### config.mk
export PLATFORM = sky130hd
export DESIGN_NAME = mem_arbiter
export DESIGN_NICKNAME = d
export VERILOG_FILES = /design/src/rtl/mem_arbiter.sv
export SDC_FILE = /design/constraint.sdc
export NUM_CORES = 1
export LEC_CHECK = 0
export BUFFER_PORTS_ARGS = -buffer_cell sky130_fd_sc_hd__clkbuf_2
export CAP_MARGIN = 5
export CORE_ASPECT_RATIO = 1.2
export CORE_MARGIN = 2
export CORE_UTILIZATION = 25
export DETAILED_ROUTE_END_ITERATION = 10
export RECOVER_POWER = 50
export SYNTH_ARGS = -nofsm -noshare
export SYNTH_HDL_FRONTEND = slang
export SYNTH_SLANG_ARGS = --single-unit
### constraint.sdc
create_clock -name clk -period 2.1 [get_ports clk]
set_input_delay 0.315 -clock clk [delete_from_list [all_inputs] [get_ports clk]]
set_output_delay 0.315 -clock clk [all_outputs]
set_load 0.02 [all_outputs]
### src/rtl/mem_arbiter.sv
// Three-way arbiter for the shared pipelined main memory: I-fill, D-fill and D write-through.
// Optional ARB_ROUND_ROBIN_EN alternates D/I fill grants when both caches miss together.
module mem_arbiter #(
  parameter int ADDR_W = 16,
  parameter int DATA_W = 16,
  parameter int WORDS  = 8,
  parameter int IDX_W  = 3
) (
  input  logic              clk,
  input  logic              rst,
  input  logic              i_req,
  input  logic [ADDR_W-1:0] i_addr,
  output logic              i_grant,
  output logic              i_data_valid,
  output logic              i_done,
  input  logic              d_req,
  input  logic [ADDR_W-1:0] d_addr,
  output logic              d_grant,
  output logic              d_data_valid,
  output logic              d_done,
  input  logic              wr_req,
  input  logic [ADDR_W-1:0] wr_addr,
  input  logic [DATA_W-1:0] wr_data,
  output logic              wr_ack,
  output logic [DATA_W-1:0] fill_data,
  output logic [IDX_W-1:0]  fill_idx,
  output logic              busy,
  output logic              mem_en,
  output logic              mem_wr,
  output logic [ADDR_W-1:0] mem_addr,
  output logic [DATA_W-1:0] mem_wdata,
  input  logic [DATA_W-1:0] mem_rdata,
  input  logic              mem_valid
);

  localparam int BLK_W = ADDR_W - IDX_W - 1;
  localparam logic [IDX_W:0]   ISSUE_END = (IDX_W + 1)'(WORDS);
  localparam logic [IDX_W-1:0] LAST_IDX  = IDX_W'(WORDS - 1);

  typedef enum logic [1:0] {IDLE, I_FILL, D_FILL, WRITE} state_t;

  state_t           state;
  logic [IDX_W:0]   issue_cnt;
  logic [IDX_W-1:0] ret_cnt;
  logic [BLK_W-1:0] blk;
  logic             in_fill;
  logic             last_word;
  logic             pick_d;
  logic             unused_addr_bits;

  assign unused_addr_bits = ^{i_addr[IDX_W:0], d_addr[IDX_W:0]};

`ifdef ARB_ROUND_ROBIN_EN
  // 0 = I-cache was the last fill owner, 1 = D-cache
  logic last_fill_owner;
  assign pick_d = d_req && (!i_req || !last_fill_owner);

  always_ff @(posedge clk or posedge rst) begin
    if (rst) begin
      last_fill_owner <= 1'b0;
    end else if (state == IDLE && !wr_req) begin
      if (pick_d) begin
        last_fill_owner <= 1'b1;
      end else if (i_req) begin
        last_fill_owner <= 1'b0;
      end
    end
  end
`else
  assign pick_d = d_req;
`endif

  assign in_fill   = (state == I_FILL) || (state == D_FILL);
  assign last_word = in_fill && mem_valid && (ret_cnt == LAST_IDX);

  always_ff @(posedge clk or posedge rst) begin
    if (rst) begin
      state     <= IDLE;
      issue_cnt <= '0;
      ret_cnt   <= '0;
      blk       <= '0;
    end else begin
      case (state)
        IDLE: begin
          issue_cnt <= '0;
          ret_cnt   <= '0;
          if (wr_req) begin
            state <= WRITE;
            blk   <= wr_addr[ADDR_W-1:IDX_W+1];
          end else if (pick_d) begin
            state <= D_FILL;
            blk   <= d_addr[ADDR_W-1:IDX_W+1];
          end else if (i_req) begin
            state <= I_FILL;
            blk   <= i_addr[ADDR_W-1:IDX_W+1];
          end
        end
        WRITE: state <= IDLE;
        I_FILL, D_FILL: begin
          if (issue_cnt != ISSUE_END) begin
            issue_cnt <= issue_cnt + 1'b1;
          end
          // Completion is driven purely by counted returns, not by a latency constant
          if (mem_valid) begin
            if (ret_cnt == LAST_IDX) begin
              state     <= IDLE;
              issue_cnt <= '0;
              ret_cnt   <= '0;
            end else begin
              ret_cnt <= ret_cnt + 1'b1;
            end
          end
        end
        default: state <= IDLE;
      endcase
    end
  end

  assign i_grant      = (state == I_FILL);
  assign d_grant      = (state == D_FILL);
  assign busy         = (state != IDLE);
  assign i_data_valid = i_grant && mem_valid;
  assign d_data_valid = d_grant && mem_valid;
  assign i_done       = i_grant && last_word;
  assign d_done       = d_grant && last_word;
  assign fill_data    = mem_rdata;
  assign fill_idx     = ret_cnt;

  always_comb begin
    mem_en    = 1'b0;
    mem_wr    = 1'b0;
    mem_addr  = '0;
    mem_wdata = '0;
    wr_ack    = 1'b0;
    if (state == WRITE) begin
      mem_en    = 1'b1;
      mem_wr    = 1'b1;
      mem_addr  = wr_addr;
      mem_wdata = wr_data;
      wr_ack    = 1'b1;
    end else if (in_fill && issue_cnt != ISSUE_END) begin
      mem_en   = 1'b1;
      mem_addr = {blk, issue_cnt[IDX_W-1:0], 1'b0};
    end
  end

endmodule

==> reports/results.txt, run 1 <==
The flow ran to the end, and the final reports show no timing, DRC or antenna violations. The path category of the worst min-delay check is input pin to register. The most critical setup path has its startpoint at issue_cnt[0]$_DFFE_PP0P_.

The cell area that synthesis handed to floorplanning was 0.00174 sq mm. For the fill cell instance count of the final layout, the log shows 716. The run gives 0 as the final count of hold timing violations.

The via count of the first global-routing pass is 1553, and the clock latency of the later-clocked register in the worst-skew pair is 260 ps. The placed wire-length estimate is 3.43 mm. The repair_antennas step left the layout with diodes totalling 0.

The synthesis-to-layout area growth is 34.9%. Time the worst path needs with I/O delays and setup: 2030 ps. The starting density of the core was 25.6%.

Adding up every negative setup slack in the final design gives 0 ps. The worst register-to-register path ends at issue_cnt[2]$_DFFE_PP0P_. Yosys attributes the largest share of cell area to sky130_fd_sc_hd__dfrtp_1 (30%), sky130_fd_sc_hd__mux2i_1 (8.1%), sky130_fd_sc_hd__a22o_1 (7.6%). Synthesis instantiated 32 different standard cells from the library. Cells with a size suffix above 1 make up 49.6% of the layout. Setup repair after global routing left no endpoint under its margin. The portion of the post-synthesis area used by sequential elements was 30.3%.

The total area inside the core boundary comes to 0.00677 sq mm. Entering global routing, the biggest net connects 37 pins. The analysis attributes to cell leakage a power of 0.00127 uW.

STA classifies the critical path startpoint as a register. Of all flip-flops after synthesis, the portion carrying an async set or reset was 100%. The routed length per instance is 12.6 um.

Counting every instance in the synthesized netlist gives 187. Yosys printed 0 warnings. In the final layout, flip-flops and latches occupy 526 sq um.

The number of port buffers is 106, and the setup slack of the worst register-to-register path is 260 ps. The total power divided by cell area is 1330 mW/mm^2. The vertical extent of the die was 95.3 um; the final worst clock skew was 2.90 ps.

Counting along the longest clock path gives a buffer depth of 2. The number of max-cap violations is 0, and the number of enable flip-flop cells after synthesis is 0. For this run, design rule violations remaining after detail routing come to 0. The commonest cells after synthesis are sky130_fd_sc_hd__dfrtp_1 (21), sky130_fd_sc_hd__and2_1 (19), sky130_fd_sc_hd__buf_4 (17), sky130_fd_sc_hd__nand2_1 (17), sky130_fd_sc_hd__o21ai_0 (16).

The CTS buffer count is 3, and the count of nets left with antenna violations after detail routing is 0. Of all cell types, the one taking the most synthesized area is sky130_fd_sc_hd__dfrtp_1. Counting every net in the synthesized netlist gives 283. The timing-limited maximum frequency came out at 492 MHz. The startpoint-to-endpoint class of the critical path was register to output port.

The most used standard cell by instance count after synthesis was sky130_fd_sc_hd__dfrtp_1. The clock sink count is 21. The first detailed-routing pass took 4 iterations.

Once layout is complete, the utilization of the core stands at 34.6%. The length in cells of the worst reg-to-reg path was 6. The tools report the count of standard-cell rows as 33. TritonCTS built the clock tree. For the pin with the worst max-slew slack, the measured transition is 1210 ps.

For the number of endpoints failing setup at the final stage, the log shows 0. The multi-input combinational cells in the finished layout cover a total of 0.00101 sq mm. The chip width was 80.1 um. The kind of capture point of the worst setup path was an output port. The maximum fanout encountered on the critical timing path was 7; the first-pass GRT wire length was 7.42 mm. Summed over its instances, the top area cell type makes up 30.3% of the synthesized netlist area. For the combined global-route utilization of all metal layers, the log shows 12.4%. Among all flip-flop cells after synthesis, the most frequent one is sky130_fd_sc_hd__dfrtp_1. The logs give 19.5% for the headroom to the max-slew limit and 1 for the level count of the clock H-tree.

In this run the critical register-to-register path is launched from state[0]$_DFFE_PP0P_. Wires add up to 4.63 mm. For this design, the CTS-stage hold fixing added 0 buffers. The total number of vias is 1668.

The number of antenna violations at the first check in global routing was 0; the die area was 0.00763 sq mm. The root buffer cell was sky130_fd_sc_hd__clkbuf_8. The data required time at the worst endpoint came out at 1780 ps. The tools report the count of final max-slew check failures as 0. Synthesis inferred 21 register bits. The average footprint of a synthesized cell works out to 9.28 sq um. Ratio of routed vias to standard cells: 4.54. At the end of routability-driven placement, the weighted congestion stood at 0.713.

In this run the worst setup path terminates at mem_addr[13]. The detailed router's first-iteration violation count was 47; the peak supply drop was 0.405 mV. Clock-pin slew was measured on the worst setup and hold paths at 80 ps.

The overflow left after global routing is 0, and the share of the clock period used by the worst path is 96.8%. The final layout contains 377 nets. At the worst endpoint, the arrival time is 1720 ps. 147 I/O pins were placed.
[placed cells by master, fill, tap and decap left out, types with 2 or more instances in the layout]
cell	n
sky130_fd_sc_hd__clkbuf_2	101
sky130_fd_sc_hd__dfrtp_1	21
sky130_fd_sc_hd__and2_1	19
sky130_fd_sc_hd__nand2_1	17
sky130_fd_sc_hd__o21ai_0	16
sky130_fd_sc_hd__a22o_1	15
sky130_fd_sc_hd__mux2i_1	14
sky130_fd_sc_hd__buf_4	11
sky130_fd_sc_hd__mux2_2	9
sky130_fd_sc_hd__ha_1	8
sky130_fd_sc_hd__inv_1	5
sky130_fd_sc_hd__clkbuf_1	5
sky130_fd_sc_hd__mux2_1	3
sky130_fd_sc_hd__inv_2	3
sky130_fd_sc_hd__a32o_1	3
sky130_fd_sc_hd__clkbuf_8	3
sky130_fd_sc_hd__a21oi_1	2
sky130_fd_sc_hd__nand3_1	2
sky130_fd_sc_hd__nor2_1	2
sky130_fd_sc_hd__and4_2	2
[stage by stage]
step	hold slack [ps]	setup slack, ps	cell area, sq um	total power, uW	cells
floorplan	292	137	1740	2200	187
global placement	363	2.33	2240	2680	358
detailed placement	361	-16.6	2240	2720	358
CTS	67.2	38.1	2340	3170	367
global route	385	4.16	2340	3390	367
finish	385	67.4	2340	3120	367
[state kept, by name, summed over array words and instances (netlist names)]
signal,cells
blk,12
issue_cnt,4
state,2
fill_idx,3
[cell families after synthesis]
| logic type | after synthesis | share of synthesized area [%] |
|---|---|---|
| flip-flops | 21 | 30.3 |
| buffers and inverters | 39 | 13.3 |
| multiplexers | 26 | 15.9 |
| AND/OR/NAND/NOR | 47 | 15.0 |
| adder cells (fa/ha/maj) | 10 | 7.21 |
| AO/OA/AOI/OAI | 44 | 18.3 |
[cell type report]
| class | count | share of cell area, % |
|---|---|---|
| multi-input cells | 128 | 43.0 |
| repair buffers | 119 | 26.6 |
| flip-flops and latches | 21 | 22.4 |
| well taps | 87 | 4.65 |
| clock buffers | 3 | 1.76 |
| inverters | 8 | 1.28 |
| clock inverters | 1 | 0.214 |
[worst min-delay path by stage]
stage / from / to / cells after the start
global placement: rst / blk[11]$_DFFE_PP0P_ / 3
detailed placement: rst / blk[11]$_DFFE_PP0P_ / 3
global route: wr_addr[9] / blk[5]$_DFFE_PP0P_ / 4
finish: wr_addr[9] / blk[5]$_DFFE_PP0P_ / 4
CTS: rst / fill_idx[2]$_DFFE_PP0P_ / 3
floorplan: rst / blk[0]$_DFFE_PP0P_ / 1
[routing by layer]
layer	wire, um	vias up	global-route usage (%)
met3	378	10	1.80
met2	2400	84	23.8
met5	0	-	0
met4	46	0	3.25
li1	-	829	-
met1	1810	745	14.1
[power by group]
group	switching, uW	internal, uW
combinational	1220	931
sequential	113	583
clock	141	132
[worst max-delay path, stage by stage, from the launching register on]
cell and delay (ps):
sky130_fd_sc_hd__dfrtp_1 390, sky130_fd_sc_hd__inv_2 60, sky130_fd_sc_hd__ha_2 170, sky130_fd_sc_hd__nand3b_1 150, sky130_fd_sc_hd__and3b_2 320, sky130_fd_sc_hd__a22o_1 230
sky130_fd_sc_hd__buf_6 130
[repair_timing]
action | CTS | global route
gates resized for setup | 4 | 8
endpoints found under the hold margin | 0 | 0
setup buffers | 4 | 0
pin swaps | 0 | 2
gates cloned | 1 | 0
setup endpoints to repair | 14 | 14
Note: power is estimated with default switching activity, not from simulation.
==> run 2, diff against run 1 <==
==> constraint.sdc (replaced) <==
create_clock -name clk -period 2.1 [get_ports clk]
set_input_delay 0 -clock clk [delete_from_list [all_inputs] [get_ports clk]]
set_output_delay 0 -clock clk [all_outputs]
set_load 0.02 [all_outputs]
==> reports/results.txt, run 2 (synthesized netlist as in run 1, its figures left out) <==
The run finished with clean final reports. The final count of hold timing violations came out at 0 (unchanged). The run gives 0.00121 uW (-4.3%) as the cell leakage power. The maximum fanout encountered on the critical timing path is 14 (+7), and the iteration count of the initial detailed-routing pass is 4 (unchanged).

Counting flops per register, the top entry is blk. The ratio of cells with drive above 1 in the final layout works out to 43.1% (-6.6 points). The fill cell instance count of the final layout is 735 (+2.7%), and the overflow left after global routing is 0 (unchanged). Kind of launch point of the worst setup path: a register. The headroom to the max-slew limit was 42.7% (+23 points). The number of buffer and inverter instances along the worst setup path came out at 4 (+2). The total number of vias is 1635 (-2.0%), and the number of endpoints failing setup at the final stage is 0 (unchanged). The maximum root-to-sink buffer count came out at 2 (unchanged). The pin count of the biggest net entering global routing came out at 27 (-27%). The path category of the worst min-delay check was input pin to output port. Largest stage delay on the critical path: 400 ps (about the same). The starting density of the core is 25.6% (unchanged), and the footprint of the multi-input gates is 978 sq um (-2.9%).

The arrival time reported for the critical path endpoint is 1940 ps (+220 ps), and the number of post-CTS setup repair buffers is 0 (-4). CTS buffer count: 3 (unchanged). Setup repair after global routing left no endpoint under its margin.

The tools report the final weighted congestion in routability-driven placement as 0.693 (-2.8%). Time the worst path needs with I/O delays and setup: 1940 ps (-89.4 ps). The worst setup path is captured at an output port.

The tools report the antenna diode instance count as 0 (unchanged). The slowest stage of the critical path belongs to the cell sky130_fd_sc_hd__dfrtp_1. The signal on the critical path passes through inv_1 > ha_1 > buf_4 > and3b_1 > buf_6 > a22o_1 > clkbuf_2. The internal power came out at 1540 uW (-6.1%). The number of max-cap violations was 0 (unchanged).

The logs give 0 (unchanged) for the number of DRC violations after detailed routing and 33 (unchanged) for the count of standard-cell rows. The routed length per instance works out to 12.0 um (-5.1%). The worst hold slack came out at 0.00776 ps (-385 ps). TritonCTS built the clock tree. The startpoint-to-endpoint class of the critical path was register to output port. The run gives 371 (-1.6%) as the layout net count.

Number of antenna violations at the first check in global routing: 0 (unchanged). The tree is rooted in a sky130_fd_sc_hd__clkbuf_8. The chip width was 80.1 um (unchanged). The logs give 260 ps (about the same) for the clock latency of the later-clocked register in the worst-skew pair and 5.27 ps (+2.37 ps) for the final worst clock skew. The core area is 0.00677 sq mm (unchanged). The logs give 147 (unchanged) for the total I/O pin count and 515 MHz (+4.6%) for the timing-limited maximum frequency. For the via count of the first global-routing pass, the log shows 1527 (-1.7%). The register area was 526 sq um (unchanged); the ratio of routed vias to standard cells was 4.53 (-0.35%). For the met1 track utilization from global routing, the log shows 12.4% (-1.8 points). The area growth from synthesis to layout is 30.6%.

The tools report the global-route met2 utilization as 22.6% (-1.2 points). The number of flip-flops in the largest register was 12 (unchanged); the share of the clock period used by the worst path was 92.5% (-4.3 points). The first-pass GRT wire length was 6.87 mm (-7.3%); the combined global-route utilization of all metal layers was 11.5% (-0.89 points). The run gives 0.457 mV (+13%) as the peak supply drop. The most common cell after layout, fill and taps aside was sky130_fd_sc_hd__clkbuf_2.

The power share of the sequential group was 24.0% (+1.7 points); the number of port buffers was 106 (unchanged). For the accumulated negative setup slack, the log shows 0 ps (unchanged). The busiest layer in global routing was met2. The run gives 67.0% (-2.0 points) as the combinational share of power. The tools report the clock sink count as 21 (unchanged).

The total power divided by cell area was 1300 mW/mm^2 (-2.2%); the reported net switching power was 1410 uW (-4.4%). In this design, the largest share of critical-path delay is due to buffers and inverters. The final wirelength is 4.33 mm (-6.6%), and the switching portion of total power is 47.7% (+0.46 points).

The level count of the clock H-tree is 1 (unchanged). The top cell types in the final layout, fill and taps aside, are sky130_fd_sc_hd__clkbuf_2 (94), sky130_fd_sc_hd__dfrtp_1 (21), sky130_fd_sc_hd__and2_1 (19), sky130_fd_sc_hd__nand2_1 (17), sky130_fd_sc_hd__o21ai_0 (16). The die area is 0.00763 sq mm (unchanged), and the detailed router's first-iteration violation count is 46 (-2.1%). The vertical extent of the die came out at 95.3 um (unchanged). The count of nets left with antenna violations after detail routing is 0 (unchanged).

For the routing usage on met3, the log shows 1.99% (+0.19 points). The placed wire-length estimate is 3.48 mm (+1.6%), and the slew at the pin closest to its max-slew limit is 858 ps (-349 ps). The power share of the clock group was 9.0% (+0.2 points); the clock slew seen by the registers of the worst setup and hold paths was 80 ps (about the same).

The data required time at the worst endpoint was 2100 ps (+320 ps). The count of final max-slew check failures is 0 (unchanged).
==> run 2: cell types whose count changed in the layout (fill, tap and decap cells not counted), sizes merged <==
cell and delta:
dlygate4sd3 +1, clkbuf +1, buf -7, and3b -1
==> run 2: power by group through the flow <==
stage                     Clock, uW  Sequential (uW)  Combinational (uW)
after floorplan                   0              704                1490
after detailed placement          0              713                2020
after CTS                       286              713                2020
after global placement            0              714                1980
final                           267              710                1980
after global routing            302              740                2170
==> run 2: final timing paths <==
kind	startpoint	endpoint	slack, ps	cells after the start
max	state[0]$_DFFE_PP0P_	mem_addr[12]	160	7
min	mem_rdata[8]	fill_data[8]	0.008	0
max reg2reg	fill_idx[0]$_DFFE_PP0P_	issue_cnt[2]$_DFFE_PP0P_	370	5
min reg2reg	blk[5]$_DFFE_PP0P_	blk[5]$_DFFE_PP0P_	510	1
max in group asynchronous	rst	issue_cnt[1]$_DFFE_PP0P_	1120	3
min in group asynchronous	rst	blk[4]$_DFFE_PP0P_	440	3
==> run 2: per-layer routing <==
layer  wire length, um  share of wire [%]  up-vias
li1                  -                  -      815
met1              1700                 39      724
met2              2180                 50       86
met3               396                9.2       10
met4                46                1.1        0
met5                 0                  0        -
==> run 2: cell type report <==
| cell class | instances | share of cell area [%] |
|---|---|---|
| multi-input combinational | 127 | 43.2 |
| timing repair buffer | 114 | 25.5 |
| sequential | 21 | 23.2 |
| tap | 87 | 4.80 |
| clock buffer | 3 | 1.82 |
| inverter | 8 | 1.32 |
| clock inverter | 1 | 0.221 |
==> run 2: what timing repair did <==
item                                    CTS  global route
resized for setup                         0             1
endpoints found under the setup margin    0             4
hold buffers                              1             0
endpoints found under the hold margin    21             0
==> run 2: metrics by stage <==
| stage | cell area [sq um] | utilization [%] | cells | worst slack, ps | total power [uW] |
|---|---|---|---|---|---|
| after floorplan | 1740 | - | 187 | 380 | 2200 |
| after global placement | 2230 | 32.9 | 356 | 399 | 2700 |
| after detailed placement | 2230 | 32.9 | 356 | 389 | 2730 |
| after CTS | 2280 | 33.7 | 361 | 100 | 3020 |
| after global routing | 2270 | 33.5 | 361 | 29.2 | 3210 |
| final | 2270 | 33.5 | 361 | 157 | 2960 |
==> run 2: worst reg2reg max path: stages (launching register included) <==
cell and delay [ps]:
sky130_fd_sc_hd__dfrtp_1 410, sky130_fd_sc_hd__ha_1 210, sky130_fd_sc_hd__ha_1 240, sky130_fd_sc_hd__a21bo_1 240, sky130_fd_sc_hd__a2111oi_0 390, sky130_fd_sc_hd__a22o_1 180
